## config.mk

```make
export PLATFORM = sky130hd
export DESIGN_NAME = bist_ctrl
export DESIGN_NICKNAME = d
export VERILOG_FILES = /design/src/rtl/bist_ctrl.sv
export SDC_FILE = /design/constraint.sdc
export NUM_CORES = 1
export LEC_CHECK = 0
export ABC_AREA = 1
export CORE_MARGIN = 1
export CORE_UTILIZATION = 52
export DETAILED_ROUTE_END_ITERATION = 12
export PLACE_DENSITY_LB_ADDON = 0.25
export SLEW_MARGIN = 20
export SYNTH_ARGS = -nofsm -noshare
export SYNTH_HDL_FRONTEND = slang
export SYNTH_SLANG_ARGS = --single-unit
```

## constraint.sdc

```tcl
create_clock -name clk -period 3.8 [get_ports clk]
set_input_delay 1.14 -clock clk [delete_from_list [all_inputs] [get_ports clk]]
set_output_delay 1.14 -clock clk [all_outputs]
set_load 0.01 [all_outputs]
```

## src/rtl/bist_ctrl.sv

```systemverilog
// BIST sequencer: seeds the LFSR, clears the SISR, clocks N_PAT patterns,
// then compares the SISR signature against GOLDEN and keeps a saturating fail tally.
module bist_ctrl #(
  parameter int               N_PAT  = 31,
  parameter int               SIG_W  = 4,
  parameter logic [SIG_W-1:0] GOLDEN = SIG_W'(4'hA)
) (
  input  logic             clk,
  input  logic             rst_b,
  input  logic             start,
  input  logic             abort,
  input  logic [SIG_W-1:0] sig_in,
  output logic             seed_ld,
  output logic             sisr_clr,
  output logic             lfsr_en,
  output logic             sisr_en,
  output logic             busy,
  output logic             done,
  output logic             pass,
  output logic             fail,
  output logic [7:0]       pat_cnt,
  output logic [7:0]       fail_cnt
);

  typedef enum logic [2:0] {
    S_IDLE    = 3'd0,
    S_INIT    = 3'd1,
    S_RUN     = 3'd2,
    S_COMPARE = 3'd3,
    S_DONE    = 3'd4
  } state_t;

  state_t state;
  state_t state_nxt;
  logic   pat_last;

  assign pat_last = (pat_cnt == 8'(N_PAT - 1));

  // Next-state selection; abort outranks the normal end of RUN.
  always_comb begin
    state_nxt = state;
    case (state)
      S_IDLE:    if (start) state_nxt = S_INIT; else state_nxt = S_IDLE;
      S_INIT:    if (abort) state_nxt = S_IDLE; else state_nxt = S_RUN;
      S_RUN: begin
        if (abort)         state_nxt = S_IDLE;
        else if (pat_last) state_nxt = S_COMPARE;
        else               state_nxt = S_RUN;
      end
      S_COMPARE: state_nxt = S_DONE;
      S_DONE:    if (start) state_nxt = S_INIT; else state_nxt = S_DONE;
      default:   state_nxt = S_IDLE;
    endcase
  end

  // State, Moore strobes (registered from the next state), counters and verdict.
  always_ff @(posedge clk) begin
    if (rst_b) begin
      state    <= S_IDLE;
      seed_ld  <= 1'b0;
      sisr_clr <= 1'b0;
      lfsr_en  <= 1'b0;
      sisr_en  <= 1'b0;
      busy     <= 1'b0;
      done     <= 1'b0;
      pass     <= 1'b0;
      fail     <= 1'b0;
      pat_cnt  <= 8'd0;
      fail_cnt <= 8'd0;
    end else begin
      state    <= state_nxt;
      seed_ld  <= (state_nxt == S_INIT);
      sisr_clr <= (state_nxt == S_INIT);
      lfsr_en  <= (state_nxt == S_RUN);
      sisr_en  <= (state_nxt == S_RUN);
      busy     <= (state_nxt == S_INIT) || (state_nxt == S_RUN) || (state_nxt == S_COMPARE);
      done     <= (state_nxt == S_DONE);
      case (state)
        S_IDLE, S_DONE: begin
          if (start) begin
            pat_cnt <= 8'd0;
            pass    <= 1'b0;
            fail    <= 1'b0;
          end else begin
            pat_cnt <= pat_cnt;
          end
        end
        S_INIT: begin
          if (abort) begin
            pass <= 1'b0;
            fail <= 1'b0;
          end else begin
            pat_cnt <= pat_cnt;
          end
        end
        S_RUN: begin
          // The pattern of this cycle was applied even if the run is aborted.
          pat_cnt <= pat_cnt + 8'd1;
          if (abort) begin
            pass <= 1'b0;
            fail <= 1'b0;
          end else begin
            pass <= pass;
          end
        end
        S_COMPARE: begin
          pass <= (sig_in == GOLDEN);
          fail <= (sig_in != GOLDEN);
          if ((sig_in != GOLDEN) && (fail_cnt != 8'd255)) begin
            fail_cnt <= fail_cnt + 8'd1;
          end else begin
            fail_cnt <= fail_cnt;
          end
        end
        default: begin
          pat_cnt <= pat_cnt;
        end
      endcase
    end
  end

endmodule

```

==> flow_summary.yaml, run 1 <==
cts:
  cts-root-buf: "clkbuf_4"
  numClockSinks: 25
  postCtsHoldBufs: 0
  cts_tree: "yes"
  numCtsBuffers: 3
  cts_htree_levels: 1
  cts_resized: 0
  clk_latency_ns: 0.32
  cts.path.max_buffers: 2
  post-cts-setup-buffer-count: 0
  clk_pin_slew_ns: 0.14
global_route:
  grt_max_degree: 16
  antenna_found_initial: 0
  gr-total-overflow: 0
  grt_pass1_vias: 1167
  grt_usage: 0.240
  grt_pass1_wl_mm: 4.83
critical_path:
  cp-start-kind: "flop"
  cp_data_required_time_ns: 2.66
  worst-setup-path-type: "flop to output port"
  slowest_delay_ns: 0.60
  slowest_stage: "clkdlybuf4s50_1"
  arrival_ns: 1.45
  cp_num_buf_inv: 1
  endpoint_kind: "output port"
  crit_family: "buffers and inverters"
  crit_path_max_fanout: 9
  crit_chain: "clkdlybuf4s50_1"
placement:
  place.detailed.hpwl_mm: 2.30
  placed_cells: 248
  numPortBuffers: 31
  dpl_cell_area_um2: 1640
  globalplace.congestion: 0.875
timing:
  setup_viol: 0
  period_share: 0.682
  fin_tns_setup_ns: 0
  fmaxAchievable_mhz: 386
  tightest_slew_ns: 0.593
  period_minus_slack_ns: 2.59
  hold_viol_final: 0
  drv_slew: 0
  rsz0062_at_grt: "no"
  hold_slack_ns: 0.486
  skew_ns: 0.00653
  relSlewSlack: 0.603
yosys:
  synth_edf_count: 0
  synth_top_area_frac: 0.381
  yosysMostFrequentCell: "nand2_1"
  synth_async_sr_flop_share: 0
  avgSynthCellArea_um2: 6.81
  syn_inst: 193
  yosys_most_used_dff: "dfxtp_1"
  ys.warnings.count: 0
  synth_area_um2: 1310
  synth_area_leaders: "dfxtp_1 38%, nand2_1 15%, inv_1 6.3%"
  synth.distinct_cells: 26
  synth-seq-area-share: 0.381
  synth_seq_cells: 25
  synth_area_leader_cell: "dfxtp_1"
  synth_nets: 204
  synthTopCellsByCount: "53 x nand2_1, 25 x dfxtp_1, 22 x inv_1, 22 x nor2_1, 16 x a21oi_1"
power_and_ir_drop:
  pwr_density_cell_nw_per_um2: 262
  vdd_drop_max_mv: 0.247
  power_leakage_nw: 0.625
floorplanning:
  boundaryPins: 32
  start_util: 0.572
  num_rows: 17
  dieArea_um2: 2730
  core-area_um2: 2300
  die-height_um: 52.3
  die_x_um: 52.3
cells_and_area:
  syn_to_final_growth_pct: 26.5
  layout.nets: 236
  instances_no_fill: 252
  final_core_util: 0.723
  final_area_um2: 1660
  antenna_cells: 0
  drive_above_1_share: 0.0804
detailed_routing:
  wire_per_inst_um: 12.1
  drt-total-wl_mm: 3.04
  drt_first_iter_violations: 47
  ant_nets: 0
  avgViaCountPerCell: 5.36
  vias: 1350
  firstDrtPassIters: 4
  drc_errors: 0
worst_hold_path:
  hold_class: "flop to flop"
outcome:
  status: "completed"
run:
  drv_cap: 0
## kinds of logic after synthesis
group	synth area share
and+or+nand+nor	0.392
adders and majority gates	0.0286
xor gates and xnor gates	0.00667
DFF	0.381
AOI/OAI and AO/OA	0.108
buffers and inverters	0.0838
## per-layer routing
metal | GRT usage | vias to the layer above | share of wire
met5 | 0 | - | 0
met3 | 0.0348 | 4 | 0.049
li1 | - | 674 | -
met2 | 0.436 | 45 | 0.51
met1 | 0.276 | 627 | 0.43
met4 | 0.101 | 0 | 0.012
## worst reg2reg max path: stages, from the launching register on
cell and delay (ns):
dfxtp_1 0.48, ha_1 0.29, nand2_1 0.07, inv_1 0.13
nand3_2 0.13, nand2_2 0.16, nand2_1 0.07, a21oi_1 0.15
## sequential cells by signal (all words and copies together) (netlist names)
register,cells
busy,1
sisr_en,1
fail_cnt,8
pass,1
done,1
sisr_clr,1
state,3
pat_cnt,8
fail,1
## where the power goes
group	switching [W]	leakage, nW	internal, W	total (W)
logic	0.0000223	0.408	0.0000185	0.0000407
clock network	0.0000836	0.0150	0.0000411	0.000125
registers	0.00000413	0.202	0.000266	0.000270
total	0.000110	0.625	0.000325	0.000435
## area by class of cell
cell class	count	area, µm²
repair buffers	31	310
well taps	28	35.0
fillers	196	636
clock buffers	4	26.3
flip-flops and latches	25	500
multi-input cells	141	703
inverters	23	86.3
## through the flow
stage	power [W]	setup slack [ns]
2_1_floorplan	0.000297	1.98
3_3_place_gp	0.000315	1.23
3_5_place_dp	0.000316	1.17
5_1_grt	0.000450	1.14
6_report	0.000435	1.21
4_1_cts	0.000436	1.22
## final timing paths
kind	from	end	slack (ns)	depth (start not counted)
setup / recovery	fail_cnt[2]	fail_cnt[2]	1.21	1
hold / removal	fail	fail	0.49	2
setup reg to reg	fail_cnt[0]	fail_cnt[6]	2.27	7
hold reg to reg	fail	fail	0.49	2
## cells in the final DEF (no fill, tap or decap)
| cell type | count |
|---|---|
| nor2_4 | 3 |
| clkdlybuf4s50_1 | 31 |
| and2_1 | 1 |
| xor2_1 | 1 |
| nand4_1 | 4 |
| nor3_1 | 3 |
| inv_2 | 1 |
| clkbuf_4 | 3 |
| a21oi_2 | 1 |
| dfxtp_1 | 25 |
| nor2_1 | 22 |
| ha_1 | 3 |
| nand3_1 | 12 |
| nand2_1 | 53 |
| nand2_2 | 5 |
| a21oi_1 | 16 |
| or2_0 | 1 |
| o21ai_0 | 8 |
| a22oi_1 | 1 |
| nand3_2 | 2 |
| nor2_2 | 2 |
| o21ai_1 | 1 |
| clkbuf_1 | 1 |
| nand3b_1 | 1 |
| inv_1 | 22 |
| nor3_4 | 1 |
Power figures use the tool's default switching activity.
==> run 2, diff against run 1 <==
--- a/config.mk
+++ b/config.mk
@@ -7,7 +7,7 @@
 export LEC_CHECK = 0
 export ABC_AREA = 1
 export CORE_MARGIN = 1
-export CORE_UTILIZATION = 52
+export CORE_UTILIZATION = 48
 export DETAILED_ROUTE_END_ITERATION = 12
 export PLACE_DENSITY_LB_ADDON = 0.25
 export SLEW_MARGIN = 20
==> constraint.sdc (replaced) <==
create_clock -name clk -period 2.4 [get_ports clk]
set_input_delay 0.72 -clock clk [delete_from_list [all_inputs] [get_ports clk]]
set_output_delay 0.72 -clock clk [all_outputs]
set_load 0.01 [all_outputs]
==> run 2 against run 1 <==
Sequential cell count did not move. Routed wire length decreased by 6.1%. Register-to-register slack got worse by 1.3 ns. Final cell count grew 1.2%. Largest power group unchanged. Highest routed layer unchanged. Via count decreased by 2.9%. Global-route usage down 2.4 points. Combinational power increased by 60%. Clock power grew 50%. Sequential power rose by 58%. First-iteration DRC count shrank 49%. Critical path depth unchanged.
==> flow_summary.yaml, run 2 (synthesized netlist as in run 1, its figures left out) <==
critical_path:
  crit_path_max_fanout: 9
  crit_chain: "clkdlybuf4s50_1"
  arrival_ns: 1.45
  slowest_delay_ns: 0.60
  worst-setup-path-type: "flop to output port"
  cp-start-kind: "flop"
  endpoint_kind: "output port"
  reg2reg_slack_ns: 0.95
  slowest_stage: "clkdlybuf4s50_1"
  cp_num_buf_inv: 1
  crit_family: "buffers and inverters"
  cp_data_required_time_ns: 1.68
global_route:
  grt_pass1_vias: 1120
  grt_pass1_wl_mm: 4.56
  antenna_found_initial: 0
  grt_max_degree: 15
  grt_usage: 0.216
  gr-total-overflow: 0
run:
  drv_cap: 0
floorplanning:
  core-area_um2: 2520
  die-height_um: 54.3
  start_util: 0.521
  die_x_um: 54.3
  dieArea_um2: 2950
  boundaryPins: 32
  num_rows: 18
timing:
  setup_viol: 0
  relSlewSlack: 0.778
  tightest_slew_ns: 0.331
  period_minus_slack_ns: 2.17
  period_share: 0.902
  rsz0062_at_grt: "no"
  drv_slew: 0
  fin_tns_setup_ns: 0
  hold_slack_ns: 0.475
  skew_ns: 0.00569
  hold_viol_final: 0
  fmaxAchievable_mhz: 462
detailed_routing:
  avgViaCountPerCell: 5.14
  drt-total-wl_mm: 2.86
  drt_first_iter_violations: 24
  drc_errors: 0
  ant_nets: 0
  firstDrtPassIters: 4
  vias: 1311
  wire_per_inst_um: 11.2
outcome:
  status: "completed"
cells_and_area:
  layout_common_cells: "53 x nand2_1, 31 x clkdlybuf4s50_1, 25 x dfxtp_1, 22 x inv_1, 22 x nor2_1"
  final_area_um2: 1670
  syn_to_final_growth_pct: 27.3
  layout.nets: 237
  drive_above_1_share: 0.0889
  top_regs: "fail_cnt x8, pat_cnt x8, state x3"
  fill_cells: 225
  layout_commonest_cell: "nand2_1"
  antenna_cells: 0
cts:
  cts_htree_levels: 1
  numCtsBuffers: 3
  cts_tree: "yes"
  postCtsHoldBufs: 0
  cts.path.max_buffers: 2
  clk_pin_slew_ns: 0.14
  clk_latency_ns: 0.32
  numClockSinks: 25
  cts_resized: 0
  cts-root-buf: "clkbuf_4"
  post-cts-setup-buffer-count: 0
placement:
  globalplace.congestion: 0.865
  numPortBuffers: 31
  dpl_cell_area_um2: 1650
  place.detailed.hpwl_mm: 2.23
worst_hold_path:
  hold_class: "flop to flop"
power_and_ir_drop:
  pwr_density_cell_nw_per_um2: 407
  vdd_drop_max_mv: 0.364
  power_leakage_nw: 0.633
==> run 2: cell count changes in the layout (fill, tap and decap cells not counted), sizes merged <==
cell,change
buf,+1
clkbuf,-1
clkinv,+1
==> run 2: worst reg2reg max path: stages, from the launching register on <==
cell and delay, ns:
dfxtp_1 0.45, ha_1 0.27, nand2_1 0.07, inv_1 0.11, nand3_2 0.12, nand2_2 0.17
nand2_1 0.08, a21oi_1 0.13
==> run 2: worst paths after layout <==
path / from / endpoint / cells after the start
min reg2reg: fail / fail / 2
max reg2reg: fail_cnt[0] / fail_cnt[2] / 7
max: fail_cnt[2] / fail_cnt[2] / 1
min: fail / fail / 2
==> run 2: per-layer routing <==
metal  vias up  GRT usage  routed length [µm]
li1        681          -                   -
met1       588      0.260                1330
met2        38      0.362                1390
met3         4     0.0389                 109
met4         0      0.115                  22
met5         -          0                   0
==> run 2: through the flow <==
step / instances / setup WS [ns] / utilization / total power, W
after floorplan: 193 / 1.00 / - / 0.000470
after global placement: 251 / 0.485 / 0.652 / 0.000500
after detailed placement: 251 / 0.409 / 0.652 / 0.000501
after CTS: 255 / 0.224 / 0.663 / 0.000691
after global routing: 255 / 0.181 / 0.663 / 0.000709
final: 255 / 0.234 / 0.663 / 0.000681
==> run 2: cell type report <==
type                    count  area, µm²  share of cell area
multi-input cells         141        703               0.420
well taps                  30       37.5              0.0224
clock buffers               3       22.5              0.0135
inverters                  23       86.3              0.0516
clock inverters             1       5.00             0.00299
repair buffers             32        318               0.190
flip-flops and latches     25        500               0.299
==> run 2: power breakdown <==
part | leakage, nW | switching [W] | internal (W)
clock | 0.0177 | 0.000126 | 0.0000625
sequential | 0.202 | 0.00000641 | 0.000421
combinational | 0.413 | 0.0000348 | 0.0000303
total | 0.633 | 0.000167 | 0.000514
==> run 3, diff against run 2 <==
--- a/config.mk
+++ b/config.mk
@@ -8,6 +8,7 @@
 export ABC_AREA = 1
 export CORE_MARGIN = 1
 export CORE_UTILIZATION = 48
+export CTS_BUF_LIST = sky130_fd_sc_hd__clkbuf_8 sky130_fd_sc_hd__clkbuf_16
 export DETAILED_ROUTE_END_ITERATION = 12
 export PLACE_DENSITY_LB_ADDON = 0.25
 export SLEW_MARGIN = 20
==> run 3 against run 2 <==
Via count fell by 0.61%. Sequential power barely moved. Die area did not move. Utilization rose by 0.74 points. Largest cell class unchanged. Largest power group unchanged.
==> flow_summary.yaml, run 3 (synthesized netlist as in run 1, its figures left out) <==
cells_and_area:
  top_regs: "fail_cnt x8, pat_cnt x8, state x3"
  syn_to_final_growth_pct: 28.8
  layout_common_cells: "53 x nand2_1, 31 x clkdlybuf4s50_1, 25 x dfxtp_1, 22 x inv_1, 22 x nor2_1"
  antenna_cells: 0
  final_core_util: 0.671
  multi_input_area_um2: 703
  drive_above_1_share: 0.0889
  regArea_um2: 500
  layout_commonest_cell: "nand2_1"
  layout.nets: 237
  fill_cells: 216
placement:
  numPortBuffers: 31
  place_ws_ns: 0.409
  globalplace.congestion: 0.865
  place.detailed.hpwl_mm: 2.23
cts:
  clk_pin_slew_ns: 0.09
  cts_resized: 0
  cts-root-buf: "clkbuf_8"
  clk_latency_ns: 0.27
  postCtsHoldBufs: 0
  cts_htree_levels: 1
  cts.path.max_buffers: 2
  cts_tree: "yes"
  post-cts-setup-buffer-count: 0
  numCtsBuffers: 3
  numClockSinks: 25
critical_path:
  slowest_stage: "clkdlybuf4s50_1"
  reg2reg_slack_ns: 0.96
  worst-setup-path-type: "flop to output port"
  startpoint: "fail_cnt[2]"
  cp-start-kind: "flop"
  r2r_start: "fail_cnt[0]"
  cp_num_buf_inv: 1
  cp_data_required_time_ns: 1.68
  crit_chain: "clkdlybuf4s50_1"
  slowest_delay_ns: 0.60
  crit_family: "buffers and inverters"
  endpoint_kind: "output port"
  arrival_ns: 1.40
  crit_path_max_fanout: 9
detailed_routing:
  drc_errors: 0
  wl_met3_um: 103
  firstDrtPassIters: 4
  wl_met2_mm: 1.38
  drt-total-wl_mm: 2.85
  ant_nets: 0
  vias: 1303
  top_layer: "met4"
  wl_met1_mm: 1.33
  wire_per_inst_um: 11.2
  avgViaCountPerCell: 5.11
  drt_first_iter_violations: 28
timing:
  tightest_slew_ns: 0.332
  setup_viol: 0
  fmaxAchievable_mhz: 473
  fin_ws_ns: 0.284
  drv_slew: 0
  rsz0062_at_grt: "no"
  skew_ns: 0.00507
  period_share: 0.881
  period_minus_slack_ns: 2.12
  hold_viol_final: 0
  relSlewSlack: 0.778
  fin_tns_setup_ns: 0
worst_hold_path:
  hold_class: "flop to flop"
  min-delay-start: "fail"
global_route:
  gr-total-overflow: 0
  grt_max_degree: 15
  grt_pass1_vias: 1118
  grt_pass1_wl_mm: 4.55
  grt_usage: 0.214
  antenna_found_initial: 0
power_and_ir_drop:
  pwr_density_cell_nw_per_um2: 437
  p_total_w: 0.000740
  vdd_drop_max_mv: 0.486
  power_leakage_nw: 0.640
floorplanning:
  start_util: 0.521
  die_x_um: 54.3
  dieArea_um2: 2950
  num_rows: 18
  boundaryPins: 32
  core-area_um2: 2520
  die-height_um: 54.3
outcome:
  status: "completed"
run:
  drv_cap: 0
==> run 3: cell type report <==
| cell class | instances | share of cell area |
|---|---|---|
| clock inverter | 1 | 0.00296 |
| sequential | 25 | 0.296 |
| multi-input combinational | 141 | 0.416 |
| tap | 30 | 0.0222 |
| timing repair buffer | 32 | 0.188 |
| inverter | 23 | 0.0510 |
| clock buffer | 3 | 0.0244 |
==> run 3: per-layer routing <==
metal,track usage,vias up
li1,-,679
met1,0.263,589
met2,0.362,31
met3,0.0417,4
met4,0.0855,0
met5,0,-
==> run 3: final timing paths <==
path | endpoint | cells past startpoint
max reg2reg | fail_cnt[2] | 7
min | fail | 2
min reg2reg | fail | 2
max | fail_cnt[2] | 1
==> run 3: power breakdown <==
part           internal (W)  switching [W]
registers          0.000420     0.00000647
clock network      0.000116       0.000132
logic             0.0000303      0.0000348
==> run 3: stage by stage <==
step	cells	hold WS, ns	cell area, µm²
after CTS	255	0.477	1690
final	255	0.470	1690
after floorplan	193	0.477	1310
after global routing	255	0.512	1690
after global placement	251	0.452	1650
after detailed placement	251	0.465	1650
